File: src/rtl/prog_mode_cnt.sv
// Programmable up/down/bounce/one-shot counter with run-time terminal value.
// Optional prescaler enabled by defining PROG_MODE_CNT_PRESCALE_EN.
module prog_mode_cnt #(
  parameter int NBITS = 8
`ifdef PROG_MODE_CNT_PRESCALE_EN
  ,
  parameter int PRE_BITS = 4
`endif
) (
  input  logic             clk,
  input  logic             rst,
  input  logic             en,
  input  logic             clr,
  input  logic             load,
  input  logic [NBITS-1:0] load_val,
  input  logic [NBITS-1:0] lim,
  input  logic [1:0]       mode,
`ifdef PROG_MODE_CNT_PRESCALE_EN
  input  logic [PRE_BITS-1:0] pre_div,
`endif
  output logic [NBITS-1:0] count,
  output logic             dir,
  output logic             tc,
  output logic             done
);

  typedef enum logic [1:0] {
    M_UP      = 2'd0,
    M_DOWN    = 2'd1,
    M_BOUNCE  = 2'd2,
    M_ONESHOT = 2'd3
  } mode_t;

  mode_t            cur_mode;
  logic             step;
  logic [NBITS-1:0] ld_val;
  logic [NBITS-1:0] inc;
  logic [NBITS-1:0] s_cnt;
  logic             s_dir;
  logic             s_tc;
  logic             s_done;

  assign cur_mode = mode_t'(mode);
  assign ld_val   = (load_val < lim) ? load_val : lim;
  assign inc      = count + 1'b1;

`ifdef PROG_MODE_CNT_PRESCALE_EN
  logic [PRE_BITS-1:0] pre_cnt;
  logic                pre_tick;

  assign pre_tick = (pre_cnt == pre_div);
  assign step     = en & pre_tick & ~clr & ~load;
`else
  assign step     = en & ~clr & ~load;
`endif

  // Next state for a qualifying step, per mode.
  always_comb begin
    s_cnt  = count;
    s_dir  = dir;
    s_tc   = 1'b0;
    s_done = done;
    case (cur_mode)
      M_UP: begin
        s_dir = 1'b0;
        if (count < lim) begin
          s_cnt = inc;
        end else begin
          s_cnt = '0;
          s_tc  = 1'b1;
        end
      end
      M_DOWN: begin
        s_dir = 1'b1;
        if (count == '0) begin
          s_cnt = lim;
          s_tc  = 1'b1;
        end else if (count > lim) begin
          s_cnt = lim;
        end else begin
          s_cnt = count - 1'b1;
        end
      end
      M_BOUNCE: begin
        if (lim == '0) begin
          s_cnt = '0;
          s_dir = 1'b0;
          s_tc  = 1'b1;
        end else if (!dir) begin
          if (count < lim) begin
            s_cnt = inc;
          end else begin
            s_cnt = lim - 1'b1;
            s_dir = 1'b1;
            s_tc  = 1'b1;
          end
        end else begin
          if (count != '0) begin
            s_cnt = count - 1'b1;
          end else begin
            s_cnt = {{(NBITS-1){1'b0}}, 1'b1};
            s_dir = 1'b0;
            s_tc  = 1'b1;
          end
        end
      end
      M_ONESHOT: begin
        if (!done) begin
          s_dir = 1'b0;
          // inc is only compared when count < lim, so it cannot overflow there.
          if (count >= lim || inc == lim) begin
            s_cnt  = lim;
            s_done = 1'b1;
            s_tc   = 1'b1;
          end else begin
            s_cnt = inc;
          end
        end
      end
    endcase
  end

  always_ff @(posedge clk or posedge rst) begin
    if (rst) begin
      count <= '0;
      dir   <= 1'b0;
      tc    <= 1'b0;
      done  <= 1'b0;
`ifdef PROG_MODE_CNT_PRESCALE_EN
      pre_cnt <= '0;
`endif
    end else if (clr) begin
      count <= '0;
      dir   <= 1'b0;
      tc    <= 1'b0;
      done  <= 1'b0;
`ifdef PROG_MODE_CNT_PRESCALE_EN
      pre_cnt <= '0;
`endif
    end else if (load) begin
      count <= ld_val;
      tc    <= 1'b0;
      done  <= 1'b0;
`ifdef PROG_MODE_CNT_PRESCALE_EN
      pre_cnt <= '0;
`endif
    end else begin
`ifdef PROG_MODE_CNT_PRESCALE_EN
      if (en) begin
        pre_cnt <= pre_tick ? '0 : pre_cnt + 1'b1;
      end
`endif
      if (step) begin
        count <= s_cnt;
        dir   <= s_dir;
        tc    <= s_tc;
        done  <= (cur_mode == M_ONESHOT) & s_done;
      end else begin
        tc <= 1'b0;
        if (cur_mode != M_ONESHOT) begin
          done <= 1'b0;
        end
      end
    end
  end

endmodule
File: config.mk
export PLATFORM = sky130hd
export DESIGN_NAME = prog_mode_cnt
export DESIGN_NICKNAME = d
export VERILOG_FILES = /design/src/rtl/prog_mode_cnt.sv
export SDC_FILE = /design/constraint.sdc
export NUM_CORES = 1
export LEC_CHECK = 0
export CAP_MARGIN = 20
export CORE_MARGIN = 4
export CORE_UTILIZATION = 35
export DETAILED_ROUTE_END_ITERATION = 8
export HOLD_SLACK_MARGIN = 0.06
export SLEW_MARGIN = 10
export SYNTH_ARGS = -nofsm -noshare
export SYNTH_HDL_FRONTEND = slang
export SYNTH_SLANG_ARGS = --single-unit
File: constraint.sdc
create_clock -name clk -period 3 [get_ports clk]
set_input_delay 0.6 -clock clk [delete_from_list [all_inputs] [get_ports clk]]
set_output_delay 0.6 -clock clk [all_outputs]
set_load 0.05 [all_outputs]
==> results of run 1 <==
-- stage by stage --
stage               util, %  hold WS, ps  instance area, sq um  instances  power [uW]
floorplan                 -          452                  2380        308         642
global placement       47.4          534                  3060        454         885
detailed placement     47.4          539                  3060        454         887
CTS                    48.2          554                  3110        458        1060
global route           49.8          608                  3220        459        1170
finish                 49.8          551                  3220        459        1100
-- how the worst min path moves through the flow --
stage          slack [ps]  cells past startpoint       end  from
6_report              550                      2      done  done
5_1_grt               610                      2      done  done
4_1_cts               550                      2      done  done
3_5_place_dp          540                      2      done  done
3_3_place_gp          530                      2      done  done
2_1_floorplan         450                      1  count[1]   rst
-- power groups by stage --
stage | clock, uW | sequential [uW] | combinational, uW
floorplan | 0 | 231 | 411
global placement | 0 | 192 | 693
detailed placement | 0 | 192 | 695
CTS | 169 | 189 | 700
global route | 175 | 193 | 798
finish | 165 | 191 | 747
-- logic make-up (layout without fill, tap and decap cells) --
kind of cell / after synthesis / count (layout)
buffers and inverters: 46 / 120
xor gates and xnor gates: 23 / 23
adders and majority gates: 24 / 24
DFF: 11 / 11
and+or+nand+nor: 98 / 98
AOI/OAI and AO/OA: 93 / 93
muxes: 13 / 13
-- metal layers --
metal,up-vias,global-route usage (%)
li1,1279,-
met1,1290,29.5
met2,136,33.0
met3,21,2.50
met4,0,5.87
met5,-,0
-- layout make-up --
class                   count  area (sq um)  share of cell area [%]
flip-flops and latches     11           277                    8.59
well taps                  77          96.3                    2.99
clock buffers               3          41.3                    1.28
clock inverters             1          5.00                   0.155
repair buffers             89           771                    23.9
multi-input cells         251          1930                    59.9
inverters                  27           101                    3.15
-- flip-flops by register name (all words and copies together) (netlist names) --
signal  count
count       8
dir         1
done        1
tc          1
-- layout by cell type, fill, tap and decap left out, drive strengths merged, types with 11 or more instances in the layout --
master         Yosys  final
buf                7     56
nand2             30     30
clkdlybuf4s50      0     30
inv               27     27
ha                24     24
xnor2             18     18
nor2              17     17
nand3             17     17
o21ai             17     17
a21oi             15     15
mux2i             11     11
dfrtp             11     11
-- worst min-delay path: cells and delay by family (launching register included) --
family          cells  cell delay (ps)
compound gates      1               50
buf+inv             1               60
flops               1              400
-- timing repair --
item                                   4_1_cts  5_1_grt
buffers inserted                             0        1
endpoints found under the hold margin        0        0
gates resized for setup                      1       25
pin swaps                                    0        8
setup endpoints to repair                    1        9
==> results.txt, run 1 <==
outcome = finished, final reports clean
Slew Limit Fails = 0
Simple-Gate Fraction of Synth Area = 20.9%
mux share of post-synthesis cell area = 5.59%
vias = 2726
P&R area growth vs syn = 35.7%
Hold-fix buffers, CTS = 0
Max Freq = 0.343 GHz
largest net degree at the start of global routing = 20
pwr dens = 343 mW/mm^2
number of fill cells in the layout = 642
WP buf/inv = 2
main combinational cell family by area after synthesis = compound AO/OA/AOI/OAI gates
TNS Setup = 0 ps
RSZ-0062 raised after global routing = false
most frequent cell after synthesis = nand2_1
Max FO, Critical Path = 3
Ys Warns = 0
CP Data Required Time = 3130 ps
Main synth FF type = dfrtp_1
register area share after synthesis = 11.6%
r2r startpoint = count[0]
#FFs+latches synth = 11
Final Critical Period = 2910 ps
post-synthesis average cell area = 7.70 sq um
adder-cell share of the synthesized area = 12.7%
Peak VDD IR = 0.161 mV
post-synthesis cell area = 0.00237 sq mm
syn_nets = 355
Synth Area in Compound Gates = 29.4%
Rows = 29
Die Y = 90.3 microns
Crit-path slowest cell = clkdlybuf4s50_1
CP max stage delay = 480 ps
Leak = 0.00142 uW
Initial Util = 36.7%
FF-to-FF End = count[1]
power share of the clock group = 15.0%
I/O Pins = 34
Placeable Area = 0.00646 sq mm
kind of cell adding the most delay to the critical path = compound AO/OA/AOI/OAI gates
Top Metal Used = met4
gr ovfl total = 0
Post-Synth XOR/XNOR Area = 8.49%
max_cap viols = 0
CTS sink cnt = 11
DP Worst Slack = -253 ps
n_diodes = 0
Setup-failing EPs final = 0
Max clock buf depth = 2
Port Buf Inserts = 33
Flop pwr share = 17.4%
CP dominant cell by count = a21o_1
Slew @ Worst Pin = 612 ps
CP startpoint = lim[7]
GRT Overall Usage = 20.8%
TritonRoute pass-1 iters = 5
startpoint types = primary input
Final ANT Viol Nets = 0
final worst slack = 87.7 ps
worst hold path type = reg -> reg
CP Depth = 11
crit-path cells = clkdlybuf4s50_1 > inv_1 > ha_1 > a21oi_1 > o21ai_1 > a21o_1 > a21o_1 > mux2_4 > a22oi_2 > o211ai_1 > a211o_1
DR WL/cell = 19.0 microns
EDFF count, synth = 0
total length of routed wires = 8.72 mm
worst setup path class = in -> reg
switching share of total power = 45.9%
drt drc = 0
Layout Nets = 430
Fin. Hold Viols = 0
period utilisation layout = 97.1%
switching pwr = 507 uW
combinational power share = 67.7%
CP Capture Point = count[6]
internal power = 596 uW
H-tree Lvls = 1
Met2 Wirelength = 3.86 mm
WL met3 = 619 microns
met1 wire length = 3.97 mm
CP Capture Type = flop
share of flip-flops with an asynchronous set or reset = 100%
Data arrival, critical path = 3050 ps
internal reg-to-reg setup slack = 180 ps
Chip Width = 90.3 microns
first-pass GRT wire length = 13.7 mm
clk_skew = 4.75 ps
hpwl dp = 6.80 mm
Rel. slew slack = 59.2%
main area contributors after synthesis = ha_1 (13%), dfrtp_1 (12%), xnor2_1 (6.6%)
1st-iter DRT viols = 393
TritonCTS Buffers = 3
number of global-route vias before repair = 2643
cell type with the highest aggregate area in the netlist = ha_1
CTS tree = built
initial antenna violation count = 0
clock root buffer = clkbuf_8
vias per inst = 5.94
most frequent cells after synthesis = nand2_1 (30), inv_1 (27), ha_1 (24)
Clock Latency Late Sink = 250 ps
Synth top area share = 12.7%
die area = 0.00816 sq mm
worst reg2reg path depth = 11
gp weighted congestion = 0.945
clk slew on worst S/H paths = 60 ps
fraction of layout cells with a size suffix above 1 = 24.1%
Mapped Cells = 308
Yosys cell types = 62
Note: power is estimated with default switching activity, not from simulation.
==> run 2: changes to the inputs <==
Settings changed: CAP_MARGIN 20 to not set, CORE_MARGIN 4 to 2, PLACE_DENSITY_LB_ADDON set to 0.08.
==> run 2 against run 1 <==
  * Total power up 7.3%
  * Core utilization is 1.5 points higher
  * Setup slack gained 110 ps
  * Clock power grew 6%
  * Sequential share of layout area shrank 0.45 points
  * Clock skew shrank 2.4 ps
==> results.txt, run 2 (same netlist as run 1, synthesis figures left out) <==
Slew @ Worst Pin = 707 ps (+94.8 ps)
initial antenna violation count = 0 (unchanged)
max_cap viols = 0 (unchanged)
vias = 2776 (+1.8%)
Max Freq = 0.357 GHz (+4.0%)
pwr dens = 345 mW/mm^2 (+0.71%)
1st-iter DRT viols = 239 (-39%)
TritonCTS Buffers = 3 (unchanged)
Max FO, Critical Path = 6 (+3)
first-pass GRT wire length = 14.8 mm (+7.9%)
die area = 0.00745 sq mm (-8.7%)
fraction of layout cells with a size suffix above 1 = 30.4% (+6.3 points)
RSZ-0062 raised after global routing = false
gr ovfl total = 0 (unchanged)
gp weighted congestion = 0.998 (+5.6%)
clk_skew = 2.32 ps (-2.43 ps)
Max clock buf depth = 2 (unchanged)
switching pwr = 545 uW (+7.5%)
Clock Latency Late Sink = 260 ps (about the same)
total length of routed wires = 9.68 mm (+11%)
hold endpoint = done
area used by multi-input combinational logic = 0.00200 sq mm (+3.8%)
most common cell after layout, fill and taps aside = buf_4
Leak = 0.00152 uW (+7.6%)
period utilisation layout = 93.4% (-3.7 points)
CP Data Required Time = 3140 ps (about the same)
Final Critical Period = 2800 ps (-111 ps)
H-tree Lvls = 1 (unchanged)
most frequent cells in the layout = buf_4 (65), nand2_1 (28), clkdlybuf4s50_1 (25), inv_1 (22), xnor2_1 (18)
FF-to-FF End = count[4]
Rows = 30 (+3.4%)
hpwl dp = 7.32 mm (+7.7%)
TritonRoute pass-1 iters = 5 (unchanged)
Largest Register = count
Crit-path slowest cell = dfrtp_2
number of fill cells in the layout = 669 (+4.2%)
internal reg-to-reg setup slack = 200 ps (+20 ps)
CP max stage delay = 470 ps (about the same)
DR WL/cell = 20.4 microns (+7.3%)
Chip Width = 86.3 microns (-4.4%)
CP dominant cell by count = buf_4
CP Capture Type = flop
Initial Util = 35.5% (-1.2 points)
worst setup path class = reg -> reg
r2r startpoint = count[0]
Final ANT Viol Nets = 0 (unchanged)
Placeable Area = 0.00668 sq mm (+3.4%)
I/O Pins = 34 (unchanged)
Rel. slew slack = 52.9% (-6.3 points)
GRT Overall Usage = 25.9% (+5.1 points)
TNS Setup = 0 ps (unchanged)
power share of the clock group = 14.8% (-0.2 points)
worst reg2reg path depth = 12 (+1)
Port Buf Inserts = 33 (unchanged)
vias per inst = 5.84 (-1.6%)
drt drc = 0 (unchanged)
startpoint types = flop
internal power = 638 uW (+7.1%)
combinational power share = 68.3% (+0.6 points)
DP Worst Slack = -312 ps (-58.5 ps)
Layout Nets = 443 (+3.0%)
n_diodes = 0 (unchanged)
CTS sink cnt = 11 (unchanged)
Fin. Hold Viols = 0 (unchanged)
Setup-failing EPs final = 0 (unchanged)
P&R area growth vs syn = 44.5%
max reg flops = 8 (unchanged)
final worst slack = 199 ps (+111 ps)
number of global-route vias before repair = 2708 (+2.5%)
clk slew on worst S/H paths = 70 ps (about the same)
Die Y = 86.3 microns (-4.4%)
CTS tree = built
crit-path cells = ha_2 > xnor2_1 > buf_4 > xnor2_1 > a211o_1 > nor4_2 > buf_4 > and2_2 > buf_4 > a221o_1 > a211oi_1 > o211ai_1
Flop pwr share = 16.9% (-0.5 points)
Slew Limit Fails = 0 (unchanged)
hold_ws = 549 ps (-2.30 ps)
worst hold stages = 2 (unchanged)
hold path startpoint = done
Data arrival, critical path = 2940 ps (-110 ps)
Peak VDD IR = 0.150 mV (-6.5%)
largest net degree at the start of global routing = 20 (unchanged)
FF+latch area = 279 sq um (+0.91%)
Hold-fix buffers, CTS = 0 (unchanged)
switching share of total power = 46.0% (+0.10 points)
worst hold path type = reg -> reg
outcome = finished, final reports clean
clock root buffer = clkbuf_8
run 2: what timing repair did:
item                                    CTS  global route
pin swaps                                 0            19
gates resized for setup                   2            45
endpoints found under the setup margin    1             9
endpoints found under the hold margin     0             0
setup buffers                             0             1
cloned                                    0             1
run 2: layout make-up:
type                       count  share of cell area (%)
clock buffer                   4                    1.31
tap                           80                    2.92
multi-input combinational    251                    58.4
inverter                      27                    2.96
sequential                    11                    8.14
timing repair buffer         102                    26.3
run 2: how the worst max path moves through the flow:
stage / cells after the start / endpoint / from
5_1_grt: 12 / count[7] / count[1]
2_1_floorplan: 9 / count[6] / count[5]
4_1_cts: 11 / count[1] / lim[3]
3_5_place_dp: 13 / count[0] / lim[2]
6_report: 12 / count[4] / count[0]
3_3_place_gp: 12 / count[0] / lim[0]
run 2: routing by layer:
layer / wire [microns] / part of all wire (%) / track usage, % / up-vias
met1: 4480 / 46 / 37.4 / 1332
met3: 605 / 6.3 / 2.00 / 14
met4: 177 / 1.8 / 7.81 / 0
met2: 4410 / 46 / 41.2 / 126
met5: 0 / 0 / 0 / -
li1: - / - / - / 1304
run 2: per-stage QoR:
step	area, sq um	utilization [%]	instances	total power (uW)
finish	3430	51.3	475	1180
global route	3430	51.3	475	1250
CTS	3220	48.2	473	1120
detailed placement	3170	47.4	469	934
global placement	3170	47.4	469	944
floorplan	2380	-	308	642
run 2: power groups by stage:
stage               Sequential [uW]  Combinational [uW]  Clock (uW)
finish                          200                 809         175
global route                    202                 868         184
floorplan                       231                 411           0
global placement                199                 745           0
detailed placement              197                 736           0
CTS                             195                 745         178
run 2: critical path: cells and delay by family, from the launching register on:
family	cells	cell delay, ps
xor+xnor	2	290
buf+inv	3	460
simple gates	2	260
flops	1	470
fa+ha+maj	1	270
compound gates	4	920
